`config.mk`:
```
export PLATFORM = sky130hd
export DESIGN_NAME = multicycle_ctrl
export DESIGN_NICKNAME = d
export VERILOG_FILES = /design/src/rtl/cpu_pkg.sv /design/src/rtl/ctrl_decode.sv /design/src/rtl/multicycle_ctrl.sv
export SDC_FILE = /design/constraint.sdc
export NUM_CORES = 1
export LEC_CHECK = 0
export CORE_AREA = 2 2 50 52
export DETAILED_ROUTE_END_ITERATION = 10
export DIE_AREA = 0 0 52 54
export PLACE_DENSITY = 0.83
export SKIP_LAST_GASP = 1
export SLEW_MARGIN = 0
export SYNTH_ARGS = -nofsm -noshare
export SYNTH_HDL_FRONTEND = slang
export SYNTH_HIERARCHICAL = 1
export SYNTH_SLANG_ARGS = --single-unit
```
`constraint.sdc`:
```
create_clock -name clk -period 2.1 [get_ports clk]
set_input_delay 0.21 -clock clk [delete_from_list [all_inputs] [get_ports clk]]
set_output_delay 0.21 -clock clk [all_outputs]
set_load 0.005 [all_outputs]
```
`src/rtl/cpu_pkg.sv`:
```
// cpu_pkg -- shared encodings for the multicycle controller.
//
// Holds the ALU operation enum, the RV32 major-opcode constants used by the
// decoder, the controller state enum and the pc_sel / wb_sel encodings.
//
// Configuration macro: MULTICYCLE_CTRL_TRAP_EN adds the TRAP state.

package cpu_pkg;

    // ALU_FUNCT tells the datapath to take the operation from funct3/funct7.
    typedef enum logic [2:0] {
        ALU_ADD   = 3'b000,
        ALU_SUB   = 3'b001,
        ALU_FUNCT = 3'b010
    } alu_op_e;

    localparam logic [6:0] OPC_LOAD   = 7'b0000011;
    localparam logic [6:0] OPC_STORE  = 7'b0100011;
    localparam logic [6:0] OPC_OP_IMM = 7'b0010011;
    localparam logic [6:0] OPC_OP     = 7'b0110011;
    localparam logic [6:0] OPC_BRANCH = 7'b1100011;
    localparam logic [6:0] OPC_JAL    = 7'b1101111;

    typedef enum logic [2:0] {
        ST_FETCH  = 3'd0,
        ST_DECODE = 3'd1,
        ST_EXEC   = 3'd2,
        ST_MEM    = 3'd3,
        ST_WB     = 3'd4,
        ST_ERROR  = 3'd5
`ifdef MULTICYCLE_CTRL_TRAP_EN
        , ST_TRAP = 3'd6
`endif
    } state_e;

    localparam logic [1:0] PC_SEL_PLUS4  = 2'd0;
    localparam logic [1:0] PC_SEL_BRANCH = 2'd1;
    localparam logic [1:0] PC_SEL_JUMP   = 2'd2;

    localparam logic [1:0] WB_SEL_ALU = 2'd0;
    localparam logic [1:0] WB_SEL_MEM = 2'd1;
    localparam logic [1:0] WB_SEL_PC4 = 2'd2;

endpackage

```
`src/rtl/ctrl_decode.sv`:
```
// ctrl_decode -- combinational opcode classifier for the multicycle controller.
//
// Ports:
//   opcode    in  [6:0]  instr[6:0]
//   legal     out        opcode is one the controller implements
//   is_load / is_store / is_branch / is_jal / is_alu  out  instruction class
//   alu_op    out [2:0]  ALU operation used in EXEC
//   alu_b_sel out        0 = rs2, 1 = immediate
//   wb_sel    out [1:0]  writeback source used in WB

module ctrl_decode
    import cpu_pkg::*;
(
    input  logic [6:0] opcode,
    output logic       legal,
    output logic       is_load,
    output logic       is_store,
    output logic       is_branch,
    output logic       is_jal,
    output logic       is_alu,
    output logic [2:0] alu_op,
    output logic       alu_b_sel,
    output logic [1:0] wb_sel
);

    // Unknown opcodes fall through with everything cleared; the controller
    // decides whether that means a NOP or a trap.
    always_comb begin
        legal     = 1'b0;
        is_load   = 1'b0;
        is_store  = 1'b0;
        is_branch = 1'b0;
        is_jal    = 1'b0;
        is_alu    = 1'b0;
        alu_op    = ALU_ADD;
        alu_b_sel = 1'b0;
        wb_sel    = WB_SEL_ALU;
        unique case (opcode)
            OPC_LOAD: begin
                legal     = 1'b1;
                is_load   = 1'b1;
                alu_b_sel = 1'b1;
                wb_sel    = WB_SEL_MEM;
            end
            OPC_STORE: begin
                legal     = 1'b1;
                is_store  = 1'b1;
                alu_b_sel = 1'b1;
            end
            OPC_OP_IMM: begin
                legal     = 1'b1;
                is_alu    = 1'b1;
                alu_op    = ALU_FUNCT;
                alu_b_sel = 1'b1;
            end
            OPC_OP: begin
                legal  = 1'b1;
                is_alu = 1'b1;
                alu_op = ALU_FUNCT;
            end
            OPC_BRANCH: begin
                legal     = 1'b1;
                is_branch = 1'b1;
                alu_op    = ALU_SUB;
            end
            OPC_JAL: begin
                legal  = 1'b1;
                is_jal = 1'b1;
                wb_sel = WB_SEL_PC4;
            end
            default: begin
                legal = 1'b0;
            end
        endcase
    end

endmodule

```
`src/rtl/multicycle_ctrl.sv`:
```
// multicycle_ctrl -- control FSM for a multicycle RV32 datapath.
//
// Ports:
//   clk, rst        clock, synchronous active-high reset
//   instr [31:0]    instruction register (opcode = instr[6:0])
//   mem_ready       memory completion, only looked at in FETCH / MEM
//   alu_zero        ALU zero flag, used to resolve branches in EXEC
//   mem_req, mem_we, addr_sel        memory request interface
//   ir_we, pc_we, pc_sel [1:0]       instruction / PC update strobes
//   alu_op [2:0], alu_b_sel          ALU control
//   reg_we, wb_sel [1:0]             register writeback
//   err             sticky memory-timeout flag
//   trap            sticky illegal-instruction flag (MULTICYCLE_CTRL_TRAP_EN only)
//
// Parameter MEM_TIMEOUT_CYCLES (1..255): wait cycles allowed per access.
// Configuration macro: MULTICYCLE_CTRL_TRAP_EN.

module multicycle_ctrl
    import cpu_pkg::*;
#(
    parameter int MEM_TIMEOUT_CYCLES = 255
) (
    input  logic        clk,
    input  logic        rst,
    input  logic [31:0] instr,
    input  logic        mem_ready,
    input  logic        alu_zero,
    output logic        mem_req,
    output logic        mem_we,
    output logic        addr_sel,
    output logic        ir_we,
    output logic        pc_we,
    output logic [1:0]  pc_sel,
    output logic [2:0]  alu_op,
    output logic        alu_b_sel,
    output logic        reg_we,
    output logic [1:0]  wb_sel,
    output logic        err
`ifdef MULTICYCLE_CTRL_TRAP_EN
    , output logic      trap
`endif
);

    // The access times out on the cycle whose wait would bring the count to
    // MEM_TIMEOUT_CYCLES; a mem_ready in that same cycle still wins.
    localparam logic [7:0] TIMEOUT_LAST = 8'(MEM_TIMEOUT_CYCLES - 1);

    state_e     state_q, state_d;
    logic [7:0] wait_cnt_q, wait_cnt_d;

    logic       dec_legal, dec_load, dec_store, dec_branch, dec_jal, dec_alu;
    logic [2:0] dec_alu_op;
    logic       dec_alu_b_sel;
    logic [1:0] dec_wb_sel;

    // Only the opcode field steers control; the rest belongs to the datapath.
    logic instr_unused;
    assign instr_unused = ^instr[31:7];

    ctrl_decode u_decode (
        .opcode    (instr[6:0]),
        .legal     (dec_legal),
        .is_load   (dec_load),
        .is_store  (dec_store),
        .is_branch (dec_branch),
        .is_jal    (dec_jal),
        .is_alu    (dec_alu),
        .alu_op    (dec_alu_op),
        .alu_b_sel (dec_alu_b_sel),
        .wb_sel    (dec_wb_sel)
    );

    always_ff @(posedge clk) begin
        if (rst) begin
            state_q    <= ST_FETCH;
            wait_cnt_q <= '0;
        end else begin
            state_q    <= state_d;
            wait_cnt_q <= wait_cnt_d;
        end
    end

    // The wait counter only advances while FETCH/MEM is stalled; every other
    // path clears it, so each access starts counting from zero.
    always_comb begin
        state_d    = state_q;
        wait_cnt_d = '0;
        unique case (state_q)
            ST_FETCH: begin
                if (mem_ready) begin
                    state_d = ST_DECODE;
                end else if (wait_cnt_q == TIMEOUT_LAST) begin
                    state_d = ST_ERROR;
                end else begin
                    wait_cnt_d = wait_cnt_q + 8'd1;
                end
            end
            ST_DECODE: begin
                state_d = ST_EXEC;
            end
            ST_EXEC: begin
                if (dec_load || dec_store) begin
                    state_d = ST_MEM;
                end else if (dec_branch) begin
                    state_d = ST_FETCH;
                end else if (dec_alu || dec_jal) begin
                    state_d = ST_WB;
                end else begin
`ifdef MULTICYCLE_CTRL_TRAP_EN
                    state_d = ST_TRAP;
`else
                    state_d = ST_FETCH;
`endif
                end
            end
            ST_MEM: begin
                if (mem_ready) begin
                    state_d = dec_store ? ST_FETCH : ST_WB;
                end else if (wait_cnt_q == TIMEOUT_LAST) begin
                    state_d = ST_ERROR;
                end else begin
                    wait_cnt_d = wait_cnt_q + 8'd1;
                end
            end
            ST_WB: begin
                state_d = ST_FETCH;
            end
            ST_ERROR: begin
                state_d = ST_ERROR;
            end
`ifdef MULTICYCLE_CTRL_TRAP_EN
            ST_TRAP: begin
                state_d = ST_TRAP;
            end
`endif
            default: begin
                state_d = ST_FETCH;
            end
        endcase
    end

    // Outputs follow the state and opcode; the FETCH strobes are qualified by
    // mem_ready and the branch PC write by alu_zero. Everything is forced low
    // while rst is high so an interrupted access produces no strobe.
    always_comb begin
        mem_req   = 1'b0;
        mem_we    = 1'b0;
        addr_sel  = 1'b0;
        ir_we     = 1'b0;
        pc_we     = 1'b0;
        pc_sel    = PC_SEL_PLUS4;
        alu_op    = ALU_ADD;
        alu_b_sel = 1'b0;
        reg_we    = 1'b0;
        wb_sel    = WB_SEL_ALU;
        err       = 1'b0;
`ifdef MULTICYCLE_CTRL_TRAP_EN
        trap      = 1'b0;
`endif
        if (!rst) begin
            unique case (state_q)
                ST_FETCH: begin
                    mem_req = 1'b1;
                    ir_we   = mem_ready;
                    pc_we   = mem_ready;
                end
                ST_EXEC: begin
                    alu_op    = dec_alu_op;
                    alu_b_sel = dec_alu_b_sel;
                    if (dec_branch) begin
                        pc_we  = alu_zero;
                        pc_sel = PC_SEL_BRANCH;
                    end else if (dec_jal) begin
                        pc_we  = 1'b1;
                        pc_sel = PC_SEL_JUMP;
                    end
                end
                ST_MEM: begin
                    mem_req  = 1'b1;
                    addr_sel = 1'b1;
                    mem_we   = dec_store;
                end
                ST_WB: begin
                    reg_we = 1'b1;
                    wb_sel = dec_wb_sel;
                end
                ST_ERROR: begin
                    err = 1'b1;
                end
`ifdef MULTICYCLE_CTRL_TRAP_EN
                ST_TRAP: begin
                    trap = 1'b1;
                end
`endif
                default: begin
                    mem_req = 1'b0;
                end
            endcase
        end
    end

    // dec_legal is implied by the class flags; kept for debug visibility.
    logic legal_unused;
    assign legal_unused = dec_legal;

endmodule

```
==> summary.txt, run 1 <==
Status
  • Status: complete, but fails checks
  • Failing checks: negative setup slack

Clocking
  • TritonCTS Sinks: 11
  • Longest Clk Path Bufs: 2
  • Clock Latency Late Sink: 260 ps
  • TritonCTS Buffers: 3
  • H-tree depth: 1
  • Root buf cell: clkbuf_4
  • Clk slew on worst S/H paths: 70 ps
  • CTS tree: yes

Final layout
  • Area added between synthesis and finish: 64.9%
  • Fin util: 0.535
  • Share of cells above drive strength 1: 0.301
  • Fin nets: 175
  • Filler cells: 231
  • Design area: 1240 sq um
  • N_diodes: 0

Synthesis
  • Synth Area per Inst: 7.75 sq um
  • Post-Synthesis Cells: 97
  • Synthesis warning total: 6
  • Cell Area, Synth: 752 sq um
  • Post-Syn Nets: 135

Setup path
  • CP cell instances: clkdlybuf4s50_1 > nand4bb_4 > nor3_4 > buf_4 > buf_4 > and2_1 > clkdlybuf4s50_1
  • CP arrival: 1970 ps
  • Worst r2r dst: state_q[0]
  • Highest cell delay on the worst timing path: 540 ps
  • Critical Path Slowest Stage Cell: clkdlybuf4s50_1
  • Crit start category: primary input
  • R2R Setup Slk: 640 ps
  • Worst flop-to-flop path startpoint: wait_cnt_q[3]
  • Worst Path Max Fanout: 4
  • CP Class: in -> out
  • Type of destination of the critical path: primary output
  • FF-to-FF path depth: 4
  • Required @ worst endpoint: 1890 ps

Power
  • Sw Share: 0.251
  • Sw Pwr: 0.113 mW
  • Max VDD drop: 0.000210 V
  • Gate power share: 0.199
  • Leakage power: 0.554 nW
  • Clock share of power: 0.311
  • Pint: 0.338 mW
  • Flop pwr share: 0.491
  • Pwr/cell area: 364 nW/um^2
  • Overall power: 0.451 mW

Detailed routing
  • Antenna Nets Post-Route: 0
  • # DRC: 0
  • WL/cell: 12.3 microns
  • Final wirelength: 2050 microns
  • Vias per cell: 4.81
  • Via count: 798
  • Drt first pass iters: 4
  • First DRT Iteration DRCs: 12

Hold path
  • Worst hold start: wait_cnt_q[0]
  • End of the worst hold path: wait_cnt_q[0]
  • Tightest Hold Check Type: reg -> reg
  • Hold Path Cell Cnt: 1

Place
  • I/O Buffers: 24
  • Worst slack at placement: -335 ps
  • GPL Wtd Cong: 0.732
  • Placed Area: 1100 sq um
  • Hpwl dp: 1490 microns

GRT
  • Antenna violations before repair: 0
  • Largest net degree at the start of global routing: 13
  • Total gr overflow: 0
  • Vias in the first global route: 815
  • GRT Total Usage: 0.155
  • Global-route wire length before repair: 3210 microns

STA
  • Max-slew violations: 0
  • Final Skew: 1.40 ps
  • Max Clk Rate: 0.459 GHz
  • Final hold vios: 0
  • Hold_ws: 460 ps
  • Number of setup violations in the final report: 3
  • RSZ-0062 raised after global routing: true
  • Final min period: 2180 ps
  • Final setup margin: -81.0 ps
  • Fin crit share: 1.04

Die
  • CORE AREA: 2320 sq um
  • Initial Utilization: 0.324
  • Die footprint: 2810 sq um
  • Std cell rows: 18
  • Die Wd: 52 microns
  • I/O pin total: 51
  • Die Height: 54 microns

Run
  • MaxCap Viol Count: 0
==> repair_timing <==
action,in CTS,in global routing
setup endpoints to repair,10,11
resized for setup,10,26
pin swaps,0,7
buffers inserted,1,3
hold buffers,0,0
cloned,0,0
==> flip-flops by register name, indices dropped and copies added, names as in the netlist <==
signal / cells
wait_cnt_q: 8
state_q: 3
==> metal layers <==
layer  GRT usage  wire length (microns)  vias up
met1       0.153                    870      365
met4      0.0921                      8        0
met3      0.0278                     93        2
li1            -                      -      409
met5           0                      0        -
met2       0.302                   1070       22
==> worst max-delay path by stage <==
| stage | startpoint | end | slack [ps] | depth (start not counted) |
|---|---|---|---|---|
| after CTS | instr[6] | mem_we | -200 | 5 |
| after floorplan | instr[6] | state_q[0] | 240 | 7 |
| final | instr[5] | alu_op[0] | -80 | 7 |
| after global routing | instr[5] | alu_op[0] | -180 | 7 |
| after global placement | instr[6] | mem_we | -220 | 5 |
| after detailed placement | instr[1] | pc_we | -330 | 8 |
==> stage by stage <==
step | setup TNS (ps) | instances
after detailed placement | -2470 | 159
final | -232 | 166
after CTS | -800 | 164
after global placement | -1890 | 159
after global routing | -500 | 166
after floorplan | 0 | 97
==> final cells by class <==
type / instances / area (sq um) / area share
multi-input combinational: 77 / 574 / 0.463
timing repair buffer: 41 / 368 / 0.297
sequential: 11 / 223 / 0.180
tap: 30 / 37.5 / 0.0303
clock buffer: 4 / 26.3 / 0.0212
inverter: 3 / 11.3 / 0.00908
==> worst max-delay path: cells and delay by family <==
kind          cells  cell delay [ps]
simple gates      3              460
buf+inv           4             1300
==> cell usage in the layout (no fill, tap or decap), drive strengths merged, types with 3 or more instances in the layout <==
| cell type | count |
|---|---|
| buf | 18 |
| nor2 | 17 |
| clkdlybuf4s50 | 15 |
| dfxtp | 11 |
| and2 | 8 |
| nand2 | 8 |
| nor3 | 6 |
| clkbuf | 6 |
| dlymetal6s2s | 5 |
| xor2 | 4 |
| or3 | 4 |
| inv | 3 |
| nand3 | 3 |
| xnor2 | 3 |
| nor3b | 3 |
==> power groups by stage <==
| stage | sequential [mW] | clock [mW] | combinational (mW) |
|---|---|---|---|
| after floorplan | 0.220 | 0 | 0.0334 |
| after detailed placement | 0.225 | 0 | 0.0767 |
| after global routing | 0.223 | 0.162 | 0.0973 |
| after global placement | 0.225 | 0 | 0.0742 |
| after CTS | 0.220 | 0.148 | 0.0794 |
| final | 0.221 | 0.140 | 0.0897 |
(Power assumes the default switching activity.)
==> run 2, diff against run 1 <==
SLEW_MARGIN = 20   (was 0)
clock period = 2.3 ns   (was 2.1 ns; I/O delays follow)
==> run 2 against run 1 <==
  * The flow now finishes without violations
  * Critical path depth is 2 lower
  * Worst setup slack better by 83 ps
  * Clock power shrank 8%
  * Global-route usage down 2.5 points
  * Critical endpoint is now wb_sel[0]
==> summary.txt, run 2 (same netlist as run 1, synthesis figures left out) <==
Setup path
  • Worst Path Max Fanout: 4 (unchanged)
  • Crit start category: primary input
  • Type of destination of the critical path: primary output
  • CP arrival: 2070 ps (+100 ps)
  • CP Class: in -> out
  • Required @ worst endpoint: 2070 ps (+180 ps)
  • Most used cell along the critical path: clkdlybuf4s50_1
  • Critical Path Slowest Stage Cell: or4_4
  • Highest cell delay on the worst timing path: 580 ps (+40 ps)
  • CP cell instances: clkdlybuf4s50_1 > or4_4 > nor3_1 > and2_1 > clkdlybuf4s50_1

Detailed routing
  • Vias per cell: 4.81 (+0.13%)
  • WL/cell: 11.0 microns (-10%)
  • # DRC: 0 (unchanged)
  • Antenna Nets Post-Route: 0 (unchanged)
  • First DRT Iteration DRCs: 3 (-9)
  • Drt first pass iters: 3 (-1)
  • Via count: 775 (-2.9%)
  • Final wirelength: 1780 microns (-13%)

Place
  • Hpwl dp: 1380 microns (-7.7%)
  • GPL Wtd Cong: 0.757 (+3.4%)
  • I/O Buffers: 24 (unchanged)
  • Placed Area: 1080 sq um (-2.0%)

Die
  • Die Wd: 52 microns (unchanged)
  • I/O pin total: 51 (unchanged)
  • Std cell rows: 18 (unchanged)
  • Die Height: 54 microns (unchanged)
  • CORE AREA: 2320 sq um (unchanged)
  • Die footprint: 2810 sq um (unchanged)
  • Initial Utilization: 0.324 (unchanged)

Final layout
  • N_diodes: 0 (unchanged)
  • Largest reg by FF count: wait_cnt_q
  • Largest registers: wait_cnt_q (8), state_q (3)
  • Design area: 1150 sq um (-7.5%)
  • Fin nets: 170 (-2.9%)
  • Most frequent cells in the layout: clkdlybuf4s50_1, nor2_1, buf_4
  • Most common cell after layout, fill and taps aside: clkdlybuf4s50_1
  • Share of cells above drive strength 1: 0.176 (-0.126)
  • Area added between synthesis and finish: 52.6%
  • Max reg flops: 8 (unchanged)
  • Filler cells: 223 (-3.5%)
  • Fin util: 0.495 (-0.0399)

GRT
  • Antenna violations before repair: 0 (unchanged)
  • Global-route wire length before repair: 2660 microns (-17%)
  • Largest net degree at the start of global routing: 13 (unchanged)
  • GRT Total Usage: 0.130 (-0.0249)
  • Total gr overflow: 0 (unchanged)
  • Vias in the first global route: 688 (-16%)

STA
  • Fin crit share: 0.999
  • Final hold vios: 0 (unchanged)
  • Max-slew violations: 0 (unchanged)
  • Max Clk Rate: 0.435 GHz
  • Hold_ws: 466 ps (+6.06 ps)
  • RSZ-0062 raised after global routing: true
  • Final min period: 2300 ps
  • Number of setup violations in the final report: 0 (-3)
  • Final Skew: 2.48 ps (+1.08 ps)

Power
  • Overall power: 0.402 mW (-11%)
  • Max VDD drop: 0.000231 V (+9.8%)
  • Leakage power: 0.467 nW (-16%)
  • Pwr/cell area: 350 nW/um^2 (-3.7%)

Clocking
  • TritonCTS Sinks: 11 (unchanged)
  • H-tree depth: 1 (unchanged)
  • TritonCTS Buffers: 3 (unchanged)
  • CTS tree: yes
  • Longest Clk Path Bufs: 2 (unchanged)
  • Root buf cell: clkbuf_4
  • Clock Latency Late Sink: 270 ps (about the same)
  • Hold buffer count at cts: 0 (unchanged)
  • Clk slew on worst S/H paths: 70 ps (about the same)

Run
  • MaxCap Viol Count: 0 (unchanged)

Status
  • Status: completed

Hold path
  • Tightest Hold Check Type: reg -> reg
-- run 2: stage by stage --
step                      std cells  worst slack (ps)  setup TNS [ps]
after global placement          156             -94.3            -291
after global routing            161             -34.0           -91.8
after floorplan                  97               418               0
after detailed placement        156              -103            -388
after CTS                       160             -38.0           -53.6
final                           161              1.59               0
-- run 2: report_power, final --
part	internal [mW]	leakage (nW)	total, mW	switching, mW
sequential	0.194	0.0892	0.200	0.00595
combinational	0.0426	0.363	0.0728	0.0302
clock	0.0672	0.0150	0.129	0.0617
-- run 2: per-layer routing --
metal | vias to the layer above | routed length (microns) | track usage
met3 | 4 | 123 | 0.0361
li1 | 403 | - | -
met5 | - | 0 | 0
met1 | 344 | 733 | 0.132
met4 | 0 | 46 | 0.105
met2 | 24 | 874 | 0.226
-- run 2: cell type report --
class                           instances  area, sq um  area share
Timing Repair Buffer                   36          334       0.291
Sequential cell                        11          220       0.192
Tap cell                               30         37.5      0.0327
Multi-Input combinational cell         77          518       0.451
Clock buffer                            4         26.3      0.0229
Inverter                                3         11.3     0.00981
-- run 2: final timing paths --
kind / startpoint / slack [ps] / to / cells after the start
worst max-delay path: instr[6] / 2 / wb_sel[0] / 5
worst min-delay path: wait_cnt_q[0] / 470 / wait_cnt_q[0] / 1
worst min register to register: wait_cnt_q[0] / 470 / wait_cnt_q[0] / 1
worst max register to register: wait_cnt_q[3] / 810 / state_q[0] / 4
-- run 2: timing repair --
action / CTS / global route
buffers inserted: 0 / 1
gates resized for setup: 4 / 4
pin swaps: 1 / 2
setup endpoints to repair: 4 / 6
-- run 2: critical path, delay by kind of cell --
kind                   cells  cell delay [ps]
buffers and inverters      2              950
and+or+nand+nor            3              890
